<file path="config.mk">
export PLATFORM = sky130hd
export DESIGN_NAME = gpmc_reg_arbiter
export DESIGN_NICKNAME = d
export VERILOG_FILES = /design/src/rtl/gpmc_pkg.sv /design/src/rtl/gpmc_reg_arbiter_rr_arbiter.sv /design/src/rtl/gpmc_reg_arbiter.sv
export SDC_FILE = /design/constraint.sdc
export NUM_CORES = 1
export LEC_CHECK = 0
export ABC_CLOCK_PERIOD_IN_PS = 2100
export CORE_ASPECT_RATIO = 0.5
export CORE_UTILIZATION = 43
export DETAILED_ROUTE_END_ITERATION = 7
export PLACE_DENSITY = 0.93
export SYNTH_ARGS = -nofsm -noshare
export SYNTH_HDL_FRONTEND = slang
export SYNTH_SLANG_ARGS = --single-unit
</file>
<file path="constraint.sdc">
create_clock -name clk -period 2.1 [get_ports clk]
set_clock_uncertainty 0.2 [all_clocks]
set_input_delay 0.42 -clock clk [delete_from_list [all_inputs] [get_ports clk]]
set_output_delay 0.42 -clock clk [all_outputs]
set_load 0.005 [all_outputs]
</file>
<file path="src/rtl/gpmc_pkg.sv">
// Shared state encoding and strobe levels for the GPMC register-port arbiter.
package gpmc_pkg;
  localparam int DATA_WIDTH_DEF = 16;
  localparam int ADDR_WIDTH_DEF = 4;

  // Bridge strobes are active-low.
  localparam logic STROBE_ON  = 1'b0;
  localparam logic STROBE_OFF = 1'b1;

  typedef enum logic [2:0] {IDLE, ARB, WAIT, STROBE, CAPTURE, DONE} state_t;
endpackage

</file>
<file path="src/rtl/gpmc_reg_arbiter_rr_arbiter.sv">
// Combinational round-robin pick: first set request at or after ptr, wrapping.
module rr_arbiter #(
  parameter  int N  = 4,
  localparam int IW = (N > 1) ? $clog2(N) : 1
) (
  input  logic [N-1:0]  req,
  input  logic [IW-1:0] ptr,
  output logic [IW-1:0] gnt_idx,
  output logic          gnt_vld
);
  logic [IW-1:0] j;

  always_comb begin
    gnt_idx = '0;
    gnt_vld = 1'b0;
    j       = '0;
    for (int k = 0; k < N; k++) begin
      j = IW'((int'(ptr) + k) % N);
      if (!gnt_vld && req[j]) begin
        gnt_vld = 1'b1;
        gnt_idx = j;
      end
    end
  end
endmodule

</file>
<file path="src/rtl/gpmc_reg_arbiter.sv">
// Round-robin sequencer sharing the GPMC bridge register port between NUM_REQ requesters.
// Optional busy-wait abort built when GPMC_ARB_TIMEOUT_EN is defined.
module gpmc_reg_arbiter
  import gpmc_pkg::*;
#(
  parameter int NUM_REQ     = 4,
  parameter int DATA_WIDTH  = DATA_WIDTH_DEF,
  parameter int ADDR_WIDTH  = ADDR_WIDTH_DEF,
  parameter int TIMEOUT_CYC = 255
) (
  input  logic                          clk,
  input  logic                          rst_n,
  input  logic [NUM_REQ-1:0]            req,
  input  logic [NUM_REQ-1:0]            req_we,
  input  logic [NUM_REQ*ADDR_WIDTH-1:0] req_addr,
  input  logic [NUM_REQ*DATA_WIDTH-1:0] req_wdata,
  output logic [NUM_REQ-1:0]            ack,
  output logic [DATA_WIDTH-1:0]         rdata,
  output logic [NUM_REQ-1:0]            err,
  output logic                          reg_cs,
  output logic                          reg_oe,
  output logic                          reg_we,
  output logic [ADDR_WIDTH-1:0]         reg_addr,
  output logic [DATA_WIDTH-1:0]         reg_wdata,
  input  logic [DATA_WIDTH-1:0]         reg_rdata,
  input  logic                          reg_busy
);
  localparam int IW = (NUM_REQ > 1) ? $clog2(NUM_REQ) : 1;

  state_t                             state;
  logic [IW-1:0]                      ptr, gidx, nxt_ptr, arb_idx;
  logic                               arb_vld, g_we;
  logic [ADDR_WIDTH-1:0]              g_addr;
  logic [DATA_WIDTH-1:0]              g_wdata;
  logic [NUM_REQ-1:0][ADDR_WIDTH-1:0] addr_v;
  logic [NUM_REQ-1:0][DATA_WIDTH-1:0] wdata_v;

  assign addr_v  = req_addr;
  assign wdata_v = req_wdata;
  assign nxt_ptr = (gidx == IW'(NUM_REQ-1)) ? '0 : gidx + 1'b1;

  rr_arbiter #(.N(NUM_REQ)) u_rr (
    .req     (req),
    .ptr     (ptr),
    .gnt_idx (arb_idx),
    .gnt_vld (arb_vld)
  );

`ifdef GPMC_ARB_TIMEOUT_EN
  localparam int TO_W = ($clog2(TIMEOUT_CYC + 1) > 8) ? $clog2(TIMEOUT_CYC + 1) : 8;
  logic [TO_W-1:0] to_cnt;
`else
  assign err = '0;
`endif

  always_ff @(posedge clk) begin
    if (!rst_n) begin
      state     <= IDLE;
      ptr       <= '0;
      gidx      <= '0;
      g_we      <= 1'b0;
      g_addr    <= '0;
      g_wdata   <= '0;
      ack       <= '0;
      rdata     <= '0;
      reg_cs    <= STROBE_OFF;
      reg_oe    <= STROBE_OFF;
      reg_we    <= STROBE_OFF;
      reg_addr  <= '0;
      reg_wdata <= '0;
`ifdef GPMC_ARB_TIMEOUT_EN
      err       <= '0;
      to_cnt    <= '0;
`endif
    end else begin
      ack <= '0;
`ifdef GPMC_ARB_TIMEOUT_EN
      err <= '0;
`endif
      case (state)
        IDLE: if (|req) state <= ARB;
        // Requests may have dropped since IDLE; fall back if nobody is left.
        ARB: begin
          if (arb_vld) begin
            gidx    <= arb_idx;
            g_we    <= req_we[arb_idx];
            g_addr  <= addr_v[arb_idx];
            g_wdata <= wdata_v[arb_idx];
            state   <= WAIT;
          end else begin
            state   <= IDLE;
          end
`ifdef GPMC_ARB_TIMEOUT_EN
          to_cnt <= '0;
`endif
        end
        WAIT: begin
          if (!reg_busy) begin
            reg_cs    <= STROBE_ON;
            reg_addr  <= g_addr;
            reg_wdata <= g_wdata;
            state     <= STROBE;
          end
`ifdef GPMC_ARB_TIMEOUT_EN
          else if (to_cnt == TO_W'(TIMEOUT_CYC - 1)) begin
            err[gidx] <= 1'b1;
            ptr       <= nxt_ptr;
            state     <= IDLE;
          end else begin
            to_cnt <= to_cnt + 1'b1;
          end
`endif
        end
        STROBE: begin
          if (g_we) reg_we <= STROBE_ON;
          else      reg_oe <= STROBE_ON;
          state <= CAPTURE;
        end
        CAPTURE: begin
          reg_oe <= STROBE_OFF;
          reg_we <= STROBE_OFF;
          if (!g_we) rdata <= reg_rdata;
          state <= DONE;
        end
        DONE: begin
          reg_cs    <= STROBE_OFF;
          ack[gidx] <= 1'b1;
          ptr       <= nxt_ptr;
          state     <= IDLE;
        end
        default: state <= IDLE;
      endcase
    end
  end
endmodule

</file>
# ---- Yosys cells after proc, flatten, opt, wreduce, memory -nomap -nowiden
# Index checks and enable logic that the tools add are counted.
dict set report op_classes {
  addsub 4
  n_eq_ne 10
  bitwise_logic 2
  n_mux 35
  order_cmp 7
  n_reduce_logical 19
}
# cell n
set op_table {}
lappend op_table {{16-bit binary-select mux with 2-bit select} 1}
lappend op_table {{2-bit by 3-bit < comparator with 1-bit output, second input constant} 6}
lappend op_table {{16-bit 2-to-1 mux} 1}
lappend op_table {{2-bit AND reduction} 8}
lappend op_table {{3-bit case mux with 5 select lines} 1}
lappend op_table {{1-bit 2-to-1 mux} 13}
lappend op_table {{2-bit 2-to-1 mux} 6}
lappend op_table {{1-bit binary-select mux with 2-bit select} 5}
lappend op_table {{4-bit binary-select mux with 2-bit select} 1}
lappend op_table {{2-bit inequality test, second input constant} 4}
lappend op_table {{3-bit by 2-bit equality test with 1-bit output, second input constant} 2}
lappend op_table {{3-bit equality test, second input constant} 2}
lappend op_table {{3-bit 2-to-1 mux} 2}
lappend op_table {{1-bit case mux with 2 select lines} 3}
lappend op_table {{2-bit by 1-bit adder with 2-bit output, second input constant} 2}
lappend op_table {{2-bit adder, second input constant} 2}
lappend op_table {{1-bit logical AND} 4}
lappend op_table {{4-bit 2-to-1 mux} 1}
lappend op_table {{2-bit nonzero test} 2}
lappend op_table {{4-bit OR reduction} 1}
lappend op_table {{3-bit by 1-bit equality test with 1-bit output, second input constant} 1}
lappend op_table {{1-bit zero test} 3}
lappend op_table {{3-bit zero test} 1}
lappend op_table {{1-bit demux with 2-bit select} 1}
lappend op_table {{other kinds (3)} 4}
dict set report word_totals {
  inputBits 107
  regBits 71
  wordCells 90
  output_inout_bits 47
}

# ---- Depth between registers and ports, before layout
# Gate-level depths: netlist (run 1).
dict set report logic_depth {
  ltp_word 14
  ltp_mapped 7
  mapped_depth_nobuf 5
}

# ---- Cells and area by module
# Synthesis (run 1) repeated with hierarchy kept, for this count alone.
dict set report hier_totals {
  hier_cells 317
  hier_area_um2 3261.9
}
# mod cells_per_inst n_inst area_per_inst_um2
set modules_own_cells {}
lappend modules_own_cells {gpmc_reg_arbiter 302 1 3184.3}
lappend modules_own_cells {rr_arbiter 15 1 77.6}

# ---- Worst setup path after synthesis (run 1)
# No wires, ideal clock.
dict set report synth_timing {
  path_kind {input port to flip-flop}
  startpoint {input req[1]}
  endpoint {register g_wdata[14]}
  arrival_time_ns 1.572
  slack_ns 0.201
  stages 6
  required_time_ns 1.773
  setup_time_ns 0.127
  cell_sequence {or4_4 > and4b_4 > o221a_4 > buf_6 > o21ai_1 > o211ai_1}
}
dict set report synth_via {
  elab_chain_len 14
}
# item line
set synth_rtl {}
lappend synth_rtl {{start, declared} gpmc_reg_arbiter.sv:13} ;# input logic [NUM_REQ-1:0] req,
lappend synth_rtl {{1-bit binary-select mux with 2-bit select} gpmc_reg_arbiter_rr_arbiter.sv:19} ;# if (!gnt_vld && req[j]) begin
lappend synth_rtl {{1-bit 2-to-1 mux (implied by the code)} gpmc_reg_arbiter_rr_arbiter.sv:19}
lappend synth_rtl {{1-bit 2-to-1 mux} gpmc_reg_arbiter_rr_arbiter.sv:19}
lappend synth_rtl {{1-bit zero test} gpmc_reg_arbiter_rr_arbiter.sv:19}
lappend synth_rtl {{1-bit logical AND} gpmc_reg_arbiter_rr_arbiter.sv:19}
lappend synth_rtl {{1-bit 2-to-1 mux} gpmc_reg_arbiter_rr_arbiter.sv:19}
lappend synth_rtl {{1-bit zero test} gpmc_reg_arbiter_rr_arbiter.sv:19}
lappend synth_rtl {{1-bit logical AND} gpmc_reg_arbiter_rr_arbiter.sv:19}
lappend synth_rtl {{1-bit 2-to-1 mux} gpmc_reg_arbiter_rr_arbiter.sv:19}
lappend synth_rtl {{1-bit zero test} gpmc_reg_arbiter_rr_arbiter.sv:19}
lappend synth_rtl {{1-bit logical AND} gpmc_reg_arbiter_rr_arbiter.sv:19}
lappend synth_rtl {{2-bit 2-to-1 mux} gpmc_reg_arbiter_rr_arbiter.sv:19}
lappend synth_rtl {{16-bit binary-select mux with 2-bit select} gpmc_reg_arbiter.sv:88} ;# g_wdata <= wdata_v[arb_idx];
lappend synth_rtl {{16-bit 2-to-1 mux (implied by the code)} gpmc_reg_arbiter.sv:88}
lappend synth_rtl {{end signal, assigned} gpmc_reg_arbiter.sv:88}
lappend synth_rtl {{end, declared} gpmc_reg_arbiter.sv:34} ;# logic [DATA_WIDTH-1:0] g_wdata;
# Several ways; a longest one is shown, not always the timed one. The select of a mux whose other input is x is not followed.
# A chain may end at the register's enable or synchronous reset.

# ---- Final worst setup path (run 1)
dict set report layout_timing {
  startpoint {register ptr[1]}
  endpoint {register g_addr[0]}
}
dict set report layout_via {
  elab_chain_len 14
}
# item line
set layout_rtl {}
lappend layout_rtl {{start, declared} gpmc_reg_arbiter.sv:31} ;# logic [IW-1:0] ptr, gidx, nxt_ptr, arb_idx;
lappend layout_rtl {{start signal, assigned} gpmc_reg_arbiter.sv:128} ;# ptr <= nxt_ptr;
lappend layout_rtl {{parallel branches: the longest is 14 deep, another holds 2-bit by 1-bit adder with 2-bit output} -}
lappend layout_rtl {{end signal, assigned} gpmc_reg_arbiter.sv:87} ;# g_addr <= addr_v[arb_idx];
lappend layout_rtl {{end, declared} gpmc_reg_arbiter.sv:33} ;# logic [ADDR_WIDTH-1:0] g_addr;
# Several ways; the timed one is not identified. The select of a mux whose other input is x is not followed.

==> results.sh, run 1 <==
export IMPL_outcome="completed"
export IMPL_slew_headroom_pct=64.6
export IMPL_postCtsSetupRepairBufs=0
export IMPL_min_period_ns=2.04
export IMPL_period_share_pct=97.2
export IMPL_avgSynthCellArea_um2=8.73
export IMPL_p_sw_uw=1000
export IMPL_seq_power_share_pct=39.5
export IMPL_cap_violations=0
export IMPL_critPathCaptureType="flip-flop"
export IMPL_std_cell_rows=23
export IMPL_vias_per_cell=5.78
export IMPL_drt_initial_drc_count=317
export IMPL_ir_drop_mv=0.428
export IMPL_drv_slew=0
export IMPL_crit_path_frequent_cell="mux2i_1"
export IMPL_totalWireLength_um=13800
export IMPL_synth_warnings=0
export IMPL_cts_max_level=3
export IMPL_synth_seq_area_share_pct=39.1
export IMPL_ant_nets=0
export IMPL_swShare_pct=26.8
export IMPL_dp_slack_ns=-0.447
export IMPL_clockRootBuffer="clkbuf_16"
export IMPL_syn_cell_area_um2=3630
export IMPL_vias=4036
export IMPL_io_buffers=149
export IMPL_grt_util_all_layers_pct=28.9
export IMPL_dieArea_um2=8840
export IMPL_drc=0
export IMPL_dieWidth_um=132
export IMPL_wire_per_inst_um=19.7
export IMPL_whs_ns=0.260
export IMPL_max_stage_delay_ns=0.36
export IMPL_first_pass_iters=5
export IMPL_required_ns=2.10
export IMPL_synth_top_area_cell="dfxtp_1"
export IMPL_antenna_found_initial=0
export IMPL_final_fill_count=531
export IMPL_grt_max_degree=35
export IMPL_path_max_fanout=15
export IMPL_clk_latency_ns=0.34
export IMPL_worst_ep_arrival_time_ns=2.04
export IMPL_cts_buffers=9
export IMPL_cts_buffer_depth=2
export IMPL_p_int_uw=2730
export IMPL_p_comb_share_pct=18.1
export IMPL_place_detailed_hpwl_um=8870
export IMPL_critPathKind="flip-flop to flip-flop"
export IMPL_tightest_slew_ns=0.532
export IMPL_synthCells=416
export IMPL_cp_slowest_cell="dfxtp_2"
export IMPL_reg2reg_slack_ns=0.06
export IMPL_clkTransAtPathRegs_ns=0.06
export IMPL_yosysMostFrequentCell="nand2_1"
export IMPL_cp_top_family="multiplexers"
export IMPL_grt_pass1_vias=3803
export IMPL_clock_power_share_pct=42.4
export IMPL_fin_ws_ns=0.0587
export IMPL_drive_gt1_share_pct=15.0
export IMPL_synth_common_cells="103 x nand2_1, 71 x dfxtp_1, 38 x a21boi_0"
export IMPL_core_area_um2=8090
export IMPL_power_density_nw_per_um2=642
export IMPL_hold_path_class="flip-flop to flip-flop"
export IMPL_synth_top_area_share_pct=39.1
export IMPL_cts_tree="done"
export IMPL_synth_seq_cells=71
export IMPL_async_flop_share_pct=0
export IMPL_max_freq_ghz=0.490
export IMPL_grt_pass1_wl_um=19400
export IMPL_finalNetCount=692
export IMPL_crit_buf_inv=1
export IMPL_synth_distinct_cells=37
export IMPL_total_leakage_power_uw=0.00212
export IMPL_area_growth_pct=60.0
export IMPL_start_util_pct=44.9
export IMPL_cts_sinks=71
export IMPL_synth_edf_count=0
export IMPL_die_y_um=67.0
export IMPL_pin_count=154
export IMPL_synth_flop_cell="dfxtp_1"
export IMPL_setup_viol=0
export IMPL_gp_congestion=0.885
export IMPL_timing_critical_path_from_type="flip-flop"
export IMPL_overflow=0
export IMPL_cp_cell_sequence="mux2i_1 > nor2_2 > nor3_4 > buf_12 > mux2i_1 > o211ai_1"
export IMPL_n_antenna_cell=0
export IMPL_netlist_top_cells_area="dfxtp_1 39%, nand2_1 11%, a21boi_0 7.9%"
export IMPL_hold_viol=0
-- cells in the final DEF (no fill, tap or decap), drive strengths merged, types with 4 or more instances in the layout --
| cell type | instances |
|---|---|
| clkdlybuf4s50 | 145 |
| nand2 | 103 |
| dfxtp | 71 |
| a21boi | 38 |
| buf | 38 |
| o21ai | 26 |
| mux2i | 24 |
| and4 | 21 |
| o31a | 21 |
| o211ai | 21 |
| clkbuf | 11 |
| nand2b | 6 |
| nor2b | 6 |
| inv | 6 |
| a21oi | 5 |
| nor3 | 5 |
| and3 | 4 |
| ha | 4 |
| conb | 4 |
| nor2 | 4 |
-- path summary, 6_finish.rpt --
check,from,endpoint,depth (start not counted)
min,rdata[3],rdata[3],2
min reg2reg,rdata[3],rdata[3],2
max reg2reg,ptr[1],g_addr[0],6
max,ptr[1],g_addr[0],6
-- layout make-up --
type,instances,area (µm²),area share [%]
flip-flops and latches,71,1420,24.5
well taps,112,140,2.41
inverters,3,11.3,0.194
clock inverters,7,80.1,1.38
repair buffers,189,1880,32.4
multi-input cells,307,2050,35.2
clock buffers,9,225,3.88
-- worst reg2reg max path, delay by kind of cell (launching register included) --
| kind | cells | cell delay (ns) |
|---|---|---|
| and+or+nand+nor | 2 | 0.34 |
| muxes | 2 | 0.64 |
| buffers and inverters | 1 | 0.20 |
| DFF | 1 | 0.36 |
| AOI/OAI and AO/OA | 1 | 0.16 |
-- metrics by stage --
step	cell area, µm²	std cells	TNS, ns	util (%)	power [µW]
after CTS	5740	696	-0.00619	70.9	3680
after floorplan	3640	419	0	-	1740
final	5810	698	0	71.8	3730
after global routing	5810	698	-0.00517	71.8	3850
after detailed placement	5420	680	-8.08	67.1	2110
after global placement	5420	680	-7.01	67.1	2090
-- cells by family after synthesis --
logic type               after synthesis  synth area share, %
AND/OR/NAND/NOR                      159                 22.0
AO/OA/AOI/OAI                        116                 25.0
flip-flops                            71                 39.1
buffers and inverters                 41                 5.72
multiplexers                          24                 6.62
adder cells (fa/ha/maj)                4                 1.38
other                                  1                0.103
-- what timing repair did --
item / CTS / global route
hold buffers: 0 / 0
gates resized for setup: 4 / 8
pin swaps: 2 / 4
endpoints found under the hold margin: 0 / 0
cloned: 0 / 2
setup endpoints to repair: 14 / 21
-- power by group through the flow --
| stage | clock [µW] | combinational [µW] | sequential [µW] |
|---|---|---|---|
| 2_1_floorplan | 0 | 277 | 1470 |
| 3_3_place_gp | 0 | 607 | 1480 |
| 3_5_place_dp | 0 | 621 | 1490 |
| 4_1_cts | 1580 | 634 | 1460 |
| 5_1_grt | 1660 | 713 | 1480 |
| 6_report | 1580 | 675 | 1470 |
-- per-layer routing --
| metal | part of all wire (%) | GRT usage [%] | wire [µm] | vias to the layer above |
|---|---|---|---|---|
| met4 | 5.1 | 16.3 | 708 | 0 |
| met3 | 10 | 8.60 | 1440 | 78 |
| met5 | 0 | 0 | 0 | - |
| li1 | - | - | - | 1801 |
| met1 | 39 | 34.2 | 5420 | 1851 |
| met2 | 45 | 47.7 | 6190 | 306 |
-- state kept, by name, indices dropped and copies added (netlist names) --
name and count:
state 3, reg_addr 4, gidx 2, g_addr 4
rdata 16, reg_we 1, reg_oe 1, reg_cs 1
ack 4, reg_wdata 16, g_wdata 16, ptr 2
g_we 1
Power figures use the tool's default switching activity.
==> run 2, diff against run 1 <==
==> constraint.sdc (replaced) <==
create_clock -name clk -period 2.1 [get_ports clk]
set_clock_uncertainty 0.2 [all_clocks]
set_input_delay 0.42 -clock clk [delete_from_list [all_inputs] [get_ports clk]]
set_output_delay 0.42 -clock clk [all_outputs]
set_load 0.05 [all_outputs]
==> run 2 against run 1 <==
Against the previous run:
- critical path depth increased by 1
- largest cell class unchanged
- first-iteration DRC count increased by 33%
- largest power group is now sequential cells
- clock power decreased by 9%
- sequential share of layout area decreased by 0.53 points
==> results.sh, run 2 (synthesized netlist as in run 1, its figures left out) <==
export IMPL_multi_input_area_um2=2080
export IMPL_grt_pass1_wl_um=21600
export IMPL_hold_viol=0
export IMPL_clk_latency_ns=0.34
export IMPL_totalWireLength_um=14800
export IMPL_drt_initial_drc_count=423
export IMPL_ant_nets=0
export IMPL_total_leakage_power_uw=0.00257
export IMPL_wire_per_inst_um=21.0
export IMPL_seq_power_share_pct=39.7
export IMPL_tightest_slew_ns=0.549
export IMPL_worst_ep_arrival_time_ns=2.09
export IMPL_power_density_nw_per_um2=624
export IMPL_setup_viol=0
export IMPL_place_detailed_hpwl_um=9020
export IMPL_cp_top_family="simple AND/OR/NAND/NOR gates"
export IMPL_max_stage_delay_ns=0.54
export IMPL_slew_headroom_pct=63.4
export IMPL_cap_violations=0
export IMPL_n_antenna_cell=0
export IMPL_dieWidth_um=132
export IMPL_clkTransAtPathRegs_ns=0.05
export IMPL_timing_critical_path_from_type="input pin"
export IMPL_gp_congestion=0.901
export IMPL_vias_per_cell=5.88
export IMPL_cts_buffer_depth=2
export IMPL_cp_cell_sequence="dlygate4sd2_1 > or4_4 > and4b_4 > o221a_4 > bufbuf_16 > o21ai_2 > o211ai_1"
export IMPL_finalNetCount=699
export IMPL_vias=4125
export IMPL_swShare_pct=26.9
export IMPL_dieArea_um2=8840
export IMPL_outcome="completed"
export IMPL_setup_tns_ns=0
export IMPL_reg_largest_list="g_wdata (16), rdata (16), reg_wdata (16)"
export IMPL_final_cell_mix="105 x clkdlybuf4s50_1, 102 x nand2_1, 70 x dfxtp_1, 52 x buf_4, 38 x a21boi_0"
export IMPL_crit_buf_inv=2
export IMPL_grt_setup_unrepaired="false"
export IMPL_hold_buffers=0
export IMPL_regArea_um2=1420
export IMPL_critPathCaptureType="flip-flop"
export IMPL_drc=0
export IMPL_std_cell_rows=23
export IMPL_final_common_cell="clkdlybuf4s50_1"
export IMPL_p_sw_uw=996
export IMPL_whs_ns=0.256
export IMPL_fin_util_pct=73.4
export IMPL_min_period_ns=2.07
export IMPL_p_comb_share_pct=21.6
export IMPL_start_util_pct=44.9
export IMPL_cts_max_level=3
export IMPL_grt_max_degree=30
export IMPL_p_int_uw=2710
export IMPL_path_max_fanout=10
export IMPL_area_growth_pct=63.5
export IMPL_clock_power_share_pct=38.7
export IMPL_max_freq_ghz=0.482
export IMPL_cp_slowest_cell="or4_4"
export IMPL_pin_count=154
export IMPL_first_pass_iters=5
export IMPL_io_buffers=149
export IMPL_cts_sinks=71
export IMPL_final_fill_count=487
export IMPL_grt_util_all_layers_pct=33.0
export IMPL_period_share_pct=98.8
export IMPL_drv_slew=0
export IMPL_die_y_um=67.0
export IMPL_drive_gt1_share_pct=19.3
export IMPL_grt_pass1_vias=3951
export IMPL_core_area_um2=8090
export IMPL_cts_buffers=9
export IMPL_critPathKind="input pin to flip-flop"
export IMPL_antenna_found_initial=0
export IMPL_hold_path_class="flip-flop to flip-flop"
export IMPL_required_ns=2.11
export IMPL_cts_tree="done"
export IMPL_overflow=0
export IMPL_ir_drop_mv=0.443
export IMPL_clockRootBuffer="clkbuf_16"
[run 2: cell types whose count changed in the layout (fill, tap and decap cells not counted), moves of 3 or more]
cell	delta
clkbuf_8	+3
dlygate4sd2_1	+5
buf_4	+19
bufbuf_16	+3
mux2i_1	-4
dlymetal6s2s_1	+18
mux2i_2	+3
clkdlybuf4s50_1	-40
[run 2: through the flow]
stage / power, µW / cell area (µm²) / worst slack [ns] / instances
after detailed placement: 2170 / 5380 / -0.412 / 680
final: 3710 / 5940 / 0.0251 / 702
after global placement: 2150 / 5380 / -0.340 / 680
after global routing: 3810 / 5940 / 0.00173 / 702
after CTS: 3660 / 5860 / 0.000308 / 701
after floorplan: 1800 / 3640 / 0.201 / 419
[run 2: what timing repair did]
item                       CTS  global route
setup buffers                4             1
resized for setup           18            29
gates cloned                 4             0
setup endpoints to repair   25            40
pin swaps                    2             2
[run 2: area by class of cell]
| class | count | share of cell area [%] |
|---|---|---|
| repair buffers | 196 | 33.9 |
| clock buffers | 12 | 4.49 |
| inverters | 3 | 0.190 |
| clock inverters | 1 | 0.0843 |
| multi-input cells | 307 | 35.0 |
| well taps | 112 | 2.36 |
| flip-flops and latches | 71 | 24.0 |
[run 2: worst min-delay path, cell delays in order (launching register included)]
cell and delay [ns]:
dfxtp_1 0.30, nand2_1 0.04, a21boi_0 0.06
[run 2: final timing paths]
path	endpoint	from	depth (start not counted)	slack, ns
worst min-delay path	rdata[3]	rdata[3]	2	0.26
worst min register to register	rdata[3]	rdata[3]	2	0.26
worst max register to register	g_addr[1]	ptr[1]	8	0.04
worst max-delay path	g_wdata[6]	req[1]	7	0.03
[run 2: power groups by stage]
| stage | clock [µW] | sequential (µW) | combinational, µW |
|---|---|---|---|
| floorplan | 0 | 1510 | 291 |
| global placement | 0 | 1490 | 663 |
| detailed placement | 0 | 1490 | 680 |
| CTS | 1430 | 1470 | 763 |
| global route | 1500 | 1480 | 830 |
| finish | 1430 | 1470 | 799 |
[run 2: routing by layer]
metal  vias to the layer above  routed length, µm  track usage [%]
met1                      1919               5650             37.9
met5                         -                  0                0
li1                       1809                  -                -
met3                        73               1710             12.7
met4                         0                625             19.0
met2                       324               6760             53.7
==> run 3, diff against run 2 <==
- SLEW_MARGIN: not set -> 10
==> results of run 3 <==
Final layout, timing and power as in run 2 (identical DEF).
